==> src/rtl/face_detect_mac_pipe.sv <==
// face_detect_mac_pipe
//   Pipelined signed multiplier with an optional group accumulator and a
//   valid/ready handshake on both sides. The whole pipe advances on one
//   enable (adv), so a stalled output holds every stage and also holds
//   in_ready low. Results are saturated to P_W bits. out_sat flags any
//   result whose value was clamped.
//
//   Optional feature macro: FACE_DETECT_MAC_ACC_EN
//     defined   : accumulate mode. Latency is NUM_STAGE+1. A result is
//                 emitted only for in_last beats.
//     undefined : plain multiplier. Latency is NUM_STAGE. in_first and
//                 in_last are ignored.
//
// Ports
//   clk        in   clock, rising edge
//   reset      in   asynchronous reset, active low
//   in_valid   in   operand beat valid
//   in_ready   out  beat is accepted when in_valid && in_ready
//   in_a       in   signed operand A   [A_W]
//   in_b       in   signed operand B   [B_W]
//   in_first   in   beat opens an accumulation group
//   in_last    in   beat closes an accumulation group
//   out_valid  out  result valid
//   out_ready  in   downstream takes the result
//   out_p      out  signed saturated result [P_W]
//   out_sat    out  result (or its group) was clamped
module face_detect_mac_pipe #(
  parameter int A_W       = 13,
  parameter int B_W       = 20,
  parameter int P_W       = 32,
  parameter int NUM_STAGE = 4,
  parameter int ACC_W     = 48
) (
  input  logic           clk,
  input  logic           reset,
  input  logic           in_valid,
  output logic           in_ready,
  input  logic [A_W-1:0] in_a,
  input  logic [B_W-1:0] in_b,
  input  logic           in_first,
  input  logic           in_last,
  output logic           out_valid,
  input  logic           out_ready,
  output logic [P_W-1:0] out_p,
  output logic           out_sat
);

  localparam int M_W  = A_W + B_W;
  localparam int SW0  = (M_W > ACC_W) ? M_W : ACC_W;
  localparam int SW   = (SW0 > P_W) ? SW0 : P_W;

  // Clamp limits held at a common width so that either source (the raw
  // product or the accumulator) can be compared without truncation.
  localparam logic signed [SW-1:0] P_MAX = $signed({{(SW-P_W+1){1'b0}}, {(P_W-1){1'b1}}});
  localparam logic signed [SW-1:0] P_MIN = ~P_MAX;

  // Returns {clamped, value}.
  function automatic logic [P_W:0] sat_p(input logic signed [SW-1:0] x);
    if (x > P_MAX)
      return {1'b1, P_MAX[P_W-1:0]};
    else if (x < P_MIN)
      return {1'b1, P_MIN[P_W-1:0]};
    else
      return {1'b0, x[P_W-1:0]};
  endfunction

  logic adv;
  assign adv      = !out_valid || out_ready;
  assign in_ready = adv;

  // Stage 1: operands and tags.
  logic                  s1_v, s1_first, s1_last;
  logic signed [A_W-1:0] s1_a;
  logic signed [B_W-1:0] s1_b;

  always_ff @(posedge clk or negedge reset) begin
    if (!reset) begin
      s1_v     <= 1'b0;
      s1_first <= 1'b0;
      s1_last  <= 1'b0;
      s1_a     <= '0;
      s1_b     <= '0;
    end else if (adv) begin
      s1_v <= in_valid;
      if (in_valid) begin
        s1_a     <= in_a;
        s1_b     <= in_b;
        s1_first <= in_first;
        s1_last  <= in_last;
      end
    end
  end

  logic signed [M_W-1:0] a_ext, b_ext, prod_c;
  assign a_ext  = M_W'(s1_a);
  assign b_ext  = M_W'(s1_b);
  assign prod_c = a_ext * b_ext;

  // Product stages 2..NUM_STAGE-1; "tail" is what the final stage consumes.
  logic signed [M_W-1:0] tail_p;
  logic                  tail_v, tail_first, tail_last;

  generate
    if (NUM_STAGE > 2) begin : g_mul
      localparam int NP = NUM_STAGE - 2;
      logic signed [M_W-1:0] p_q [NP];
      logic                  v_q [NP];
      logic                  f_q [NP];
      logic                  l_q [NP];

      always_ff @(posedge clk or negedge reset) begin
        if (!reset) begin
          for (int i = 0; i < NP; i++) begin
            p_q[i] <= '0;
            v_q[i] <= 1'b0;
            f_q[i] <= 1'b0;
            l_q[i] <= 1'b0;
          end
        end else if (adv) begin
          p_q[0] <= prod_c;
          v_q[0] <= s1_v;
          f_q[0] <= s1_first;
          l_q[0] <= s1_last;
          for (int i = 1; i < NP; i++) begin
            p_q[i] <= p_q[i-1];
            v_q[i] <= v_q[i-1];
            f_q[i] <= f_q[i-1];
            l_q[i] <= l_q[i-1];
          end
        end
      end

      assign tail_p     = p_q[NP-1];
      assign tail_v     = v_q[NP-1];
      assign tail_first = f_q[NP-1];
      assign tail_last  = l_q[NP-1];
    end else begin : g_mul_direct
      assign tail_p     = prod_c;
      assign tail_v     = s1_v;
      assign tail_first = s1_first;
      assign tail_last  = s1_last;
    end
  endgenerate

`ifdef FACE_DETECT_MAC_ACC_EN
  // Accumulate stage. acc_q/sticky_q only move on valid beats so bubbles
  // inside a group do not disturb the running sum.
  logic signed [ACC_W-1:0] acc_q, acc_base, acc_next;
  logic signed [ACC_W:0]   acc_sum;
  logic                    acc_ovf, sticky_q, sticky_next, emit_q;

  always_comb begin
    acc_base    = tail_first ? '0 : acc_q;
    acc_sum     = (ACC_W+1)'(acc_base) + (ACC_W+1)'(tail_p);
    acc_ovf     = acc_sum[ACC_W] ^ acc_sum[ACC_W-1];
    acc_next    = acc_sum[ACC_W-1:0];
    if (acc_ovf)
      acc_next = acc_sum[ACC_W] ? {1'b1, {(ACC_W-1){1'b0}}} : {1'b0, {(ACC_W-1){1'b1}}};
    sticky_next = (tail_first ? 1'b0 : sticky_q) | acc_ovf;
  end

  always_ff @(posedge clk or negedge reset) begin
    if (!reset) begin
      acc_q    <= '0;
      sticky_q <= 1'b0;
      emit_q   <= 1'b0;
    end else if (adv) begin
      emit_q <= tail_v && tail_last;
      if (tail_v) begin
        acc_q    <= acc_next;
        sticky_q <= sticky_next;
      end
    end
  end

  // The output stage reads the accumulator before the next beat updates it
  // (same edge), so a back-to-back new group cannot corrupt the result.
  logic [P_W:0] fin;
  assign fin = sat_p(SW'(acc_q));

  always_ff @(posedge clk or negedge reset) begin
    if (!reset) begin
      out_valid <= 1'b0;
      out_p     <= '0;
      out_sat   <= 1'b0;
    end else if (adv) begin
      out_valid <= emit_q;
      if (emit_q) begin
        out_p   <= fin[P_W-1:0];
        out_sat <= fin[P_W] | sticky_q;
      end
    end
  end
`else
  logic unused_tags;
  assign unused_tags = tail_first ^ tail_last;

  logic [P_W:0] fin;
  assign fin = sat_p(SW'(tail_p));

  always_ff @(posedge clk or negedge reset) begin
    if (!reset) begin
      out_valid <= 1'b0;
      out_p     <= '0;
      out_sat   <= 1'b0;
    end else if (adv) begin
      out_valid <= tail_v;
      if (tail_v) begin
        out_p   <= fin[P_W-1:0];
        out_sat <= fin[P_W];
      end
    end
  end
`endif

endmodule

==> config.mk <==
export PLATFORM = sky130hd
export DESIGN_NAME = face_detect_mac_pipe
export DESIGN_NICKNAME = d
export VERILOG_FILES = /design/src/rtl/face_detect_mac_pipe.sv
export SDC_FILE = /design/constraint.sdc
export NUM_CORES = 1
export LEC_CHECK = 0
export CAP_MARGIN = 20
export CORE_MARGIN = 2
export CORE_UTILIZATION = 50
export CTS_BUF_LIST = sky130_fd_sc_hd__clkbuf_16
export CTS_CLUSTER_DIAMETER = 80
export CTS_CLUSTER_SIZE = 40
export DETAILED_ROUTE_END_ITERATION = 16
export DONT_BUFFER_PORTS = 1
export PLACE_DENSITY = 0.68
export SETUP_SLACK_MARGIN = 0.15
export SLEW_MARGIN = 40
export SYNTH_ARGS = -nofsm -noshare
export SYNTH_HDL_FRONTEND = slang
export SYNTH_SLANG_ARGS = --single-unit
==> constraint.sdc <==
create_clock -name clk -period 5.5 [get_ports clk]
set_input_delay 1.1 -clock clk [delete_from_list [all_inputs] [get_ports clk]]
set_output_delay 1.1 -clock clk [all_outputs]
set_load 0.01 [all_outputs]
==> reports/metrics.yaml <==
status: "complete, but fails checks"
violations: "setup timing"
boundaryPins: 74
post-route-util_pct: 59.67
ys_seq_area_share_pct: 23.36
drcViolationCount: 0
synth-seq-cells: 136
track_usage_pct: 22.30
vias: 10320
r2r_setup_slack_ns: -0.03
crit_path_start_kind: "flip-flop"
drt_pass1_iterations: 5
worst_slack_ns: -0.03017
setup_violations: 2
synth_edf_count: 0
htree_levels: 4
syn_nets: 1844
syn_to_final_growth_pct: 17.54
cp_common_cell: "fa_1"
grt_max_degree: 137
ant_nets: 0
maxCapViolCount: 0
rows: 62
crit_path_cell_trace: "buf_6 -> nand2_1 -> fa_1 -> fa_1 -> inv_1 -> fa_1 -> fa_1 -> fa_1 -> fa_1 -> ha_4 -> o21ai_4 -> nor2_4 -> o311ai_4 -> a211o_4 -> a211oi_4 -> o21a_1 -> o31ai_2"
crit_required_ns: 5.80
grt_pass1_vias: 11140
cts_buffer_depth: 2
netlist_instances: 1485
dp_hpwl_mm: 24.75
fin_nets: 1932
netlist_area_um2: 14570
worst_pin_slew_ns: 0.6290
async_flop_share_pct: 100.0
worst_setup_path_end_kind: "flip-flop"
grt_setup_unrepaired: "true"
stdcell_area_um2: 17130
ff2ff_path_depth: 17
grt_pass1_wl_mm: 53.99
hold_path_class: "in -> async"
reg2reg_from: "s1_b[6]"
clockRootBuffer: "clkbuf_16"
synthFlopType: "dfrtp_1"
via_per_inst: 5.243
final_max_slew_viol_count: 0
endpoint: "g_mul.p_q[61]"
cts.sinks: 136
cp.arrival_ns: 5.83
grt_remaining_overflow: 0
die_y_um: 174.7
crit_slowest_cell: "fa_1"
die_w_um: 174.7
syn_area_per_cell_um2: 9.812
drtIter0Drc: 541
reg2reg_to: "g_mul.p_q[61]"
port_buffers: 0
dpl-instance-area_um2: 15720
antenna_found_initial: 0
crit_start: "s1_b[6]"
relSlewSlack_pct: 58.07
clock_skew_ns: 0.01303
initial_core_util_pct: 50.76
diodes: 0
synth.distinct_cells: 52
avgRoutedWirePerCell_um: 16.89
yosysWarnings: 0
hold_viol: 0
dieArea_um2: 30520
clk_pin_slew_ns: 0.07
fin_crit_ns: 5.530
critical_path.max_stage_delay_ns: 0.57
clock_latency_ns: 0.43
hold_slack_ns: 0.3643
routed_wl_mm: 33.26
cp_max_fo: 6
cts_buffers: 17
crit_type: "reg -> reg"
post-route-period-util_pct: 100.5
max_freq_mhz: 180.8
nFillCells: 2399
layout-drive-gt1-share_pct: 22.65
fp.coreArea_um2: 28700
gp_congestion: 0.8596
cts_tree: "yes"
[what timing repair did]
item | CTS | global route
hold buffers | 0 | 0
buffers inserted | 13 | 11
resized for setup | 77 | 67
setup endpoints to repair | 19 | 19
pin swaps | 48 | 45
[worst max-delay path, delay by kind of cell, from the launching register on]
kind / cells / cell delay [ns]
adder cells (fa/ha/maj): 7 / 3.33
AO/OA/AOI/OAI: 6 / 1.17
flip-flops: 1 / 0.43
AND/OR/NAND/NOR: 2 / 0.26
buffers and inverters: 2 / 0.23
[cell usage in the layout, fill, tap and decap left out, drive strengths merged, types with 4 or more instances in the layout]
cell    Yosys  final
nand2     303    303
a21oi      32     32
a211oi      8      8
nor2       34     34
ha         81     81
o21ai      25     25
fa        239    239
o31ai       8      8
a21o       14     14
clkbuf     71     17
xnor2      14     14
inv       236    242
nor3       10     10
maj3       31     31
o211ai      4      4
nand3      10     10
nand2b      7      7
mux2       64     64
buf         3    143
nor2b       4      4
o21a        7      7
dfrtp     136    136
o21bai      4      4
and2      100    100
xor2        6      6
[final cells by class]
| class | instances | area, µm² | area share, % |
|---|---|---|---|
| Clock buffer | 17 | 425.4 | 2.484 |
| Clock inverter | 14 | 165.2 | 0.9643 |
| Inverter | 236 | 889.6 | 5.194 |
| Multi-Input combinational cell | 1039 | 10590 | 61.84 |
| Sequential cell | 136 | 3420 | 19.97 |
| Tap cell | 384 | 480.5 | 2.805 |
| Timing Repair Buffer | 143 | 1156 | 6.750 |
[worst min-delay path by stage]
stage	start	endpoint	slack (ns)
after floorplan	g_mul.p_q[47]	tail_p[14]	0.44
after global placement	g_mul.p_q[38]	g_mul.p_q[38]	0.45
after detailed placement	g_mul.p_q[38]	g_mul.p_q[38]	0.46
after CTS	reset	out_p[8]	0.35
after global routing	reset	out_p[8]	0.35
final	reset	out_p[8]	0.36
[stage by stage]
stage / setup TNS [ns] / setup slack, ns / std cells
2_1_floorplan: 0 / 0.1518 / 1485
3_3_place_gp: -0.7731 / -0.1467 / 1914
3_5_place_dp: -1.422 / -0.2126 / 1914
4_1_cts: -0.1331 / -0.03932 / 1958
5_1_grt: -1.974 / -0.2149 / 1969
6_report: -0.03902 / -0.03017 / 1969
[flip-flops by register name, indices dropped and copies added, names as in the netlist]
| signal | count |
|---|---|
| s1_v | 1 |
| tail_v | 1 |
| s1_a | 13 |
| out_p | 32 |
| tail_p | 33 |
| s1_b | 20 |
| g_mul.p_q | 33 |
| out_valid | 1 |
| out_sat | 1 |
| g_mul.v_q | 1 |
[per-layer routing]
layer  vias to the layer above  wire [µm]  track usage, %
li1                       4736          -               -
met3                        84        792           2.589
met4                         0       1384           9.132
met1                      5321      12810           26.05
met2                       182      18270           41.50
met5                         -          0               0
[cells by family after synthesis]
| kind of cell | Yosys count | synth area share, % |
|---|---|---|
| flops | 136 | 23.36 |
| xor+xnor | 20 | 1.202 |
| buf+inv | 310 | 7.986 |
| simple gates | 483 | 14.86 |
| compound gates | 119 | 5.582 |
| mux | 66 | 5.084 |
| fa+ha+maj | 351 | 41.92 |
[synthesized netlist by cell type (6+ instances only)]
library cell,number,area share (%)
xnor2_1,14,0.84
xor2_1,6,0.36
inv_1,235,6.1
dfrtp_1,136,23
o21a_1,7,0.36
nor2_1,34,0.88
nor3_1,10,0.34
nand2_1,303,7.8
a21o_1,14,0.72
nand3_1,10,0.34
nand2b_1,7,0.30
and2_1,99,4.3
clkbuf_1,71,1.8
fa_1,239,33
maj3_1,31,2.1
a21oi_1,32,1.1
o31ai_1,7,0.36
ha_1,81,7.0
o21ai_0,24,0.82
mux2_2,64,4.9
Power is not shown: default switching activity piles up to over one toggle a cycle in this logic, so the estimate is an artifact.
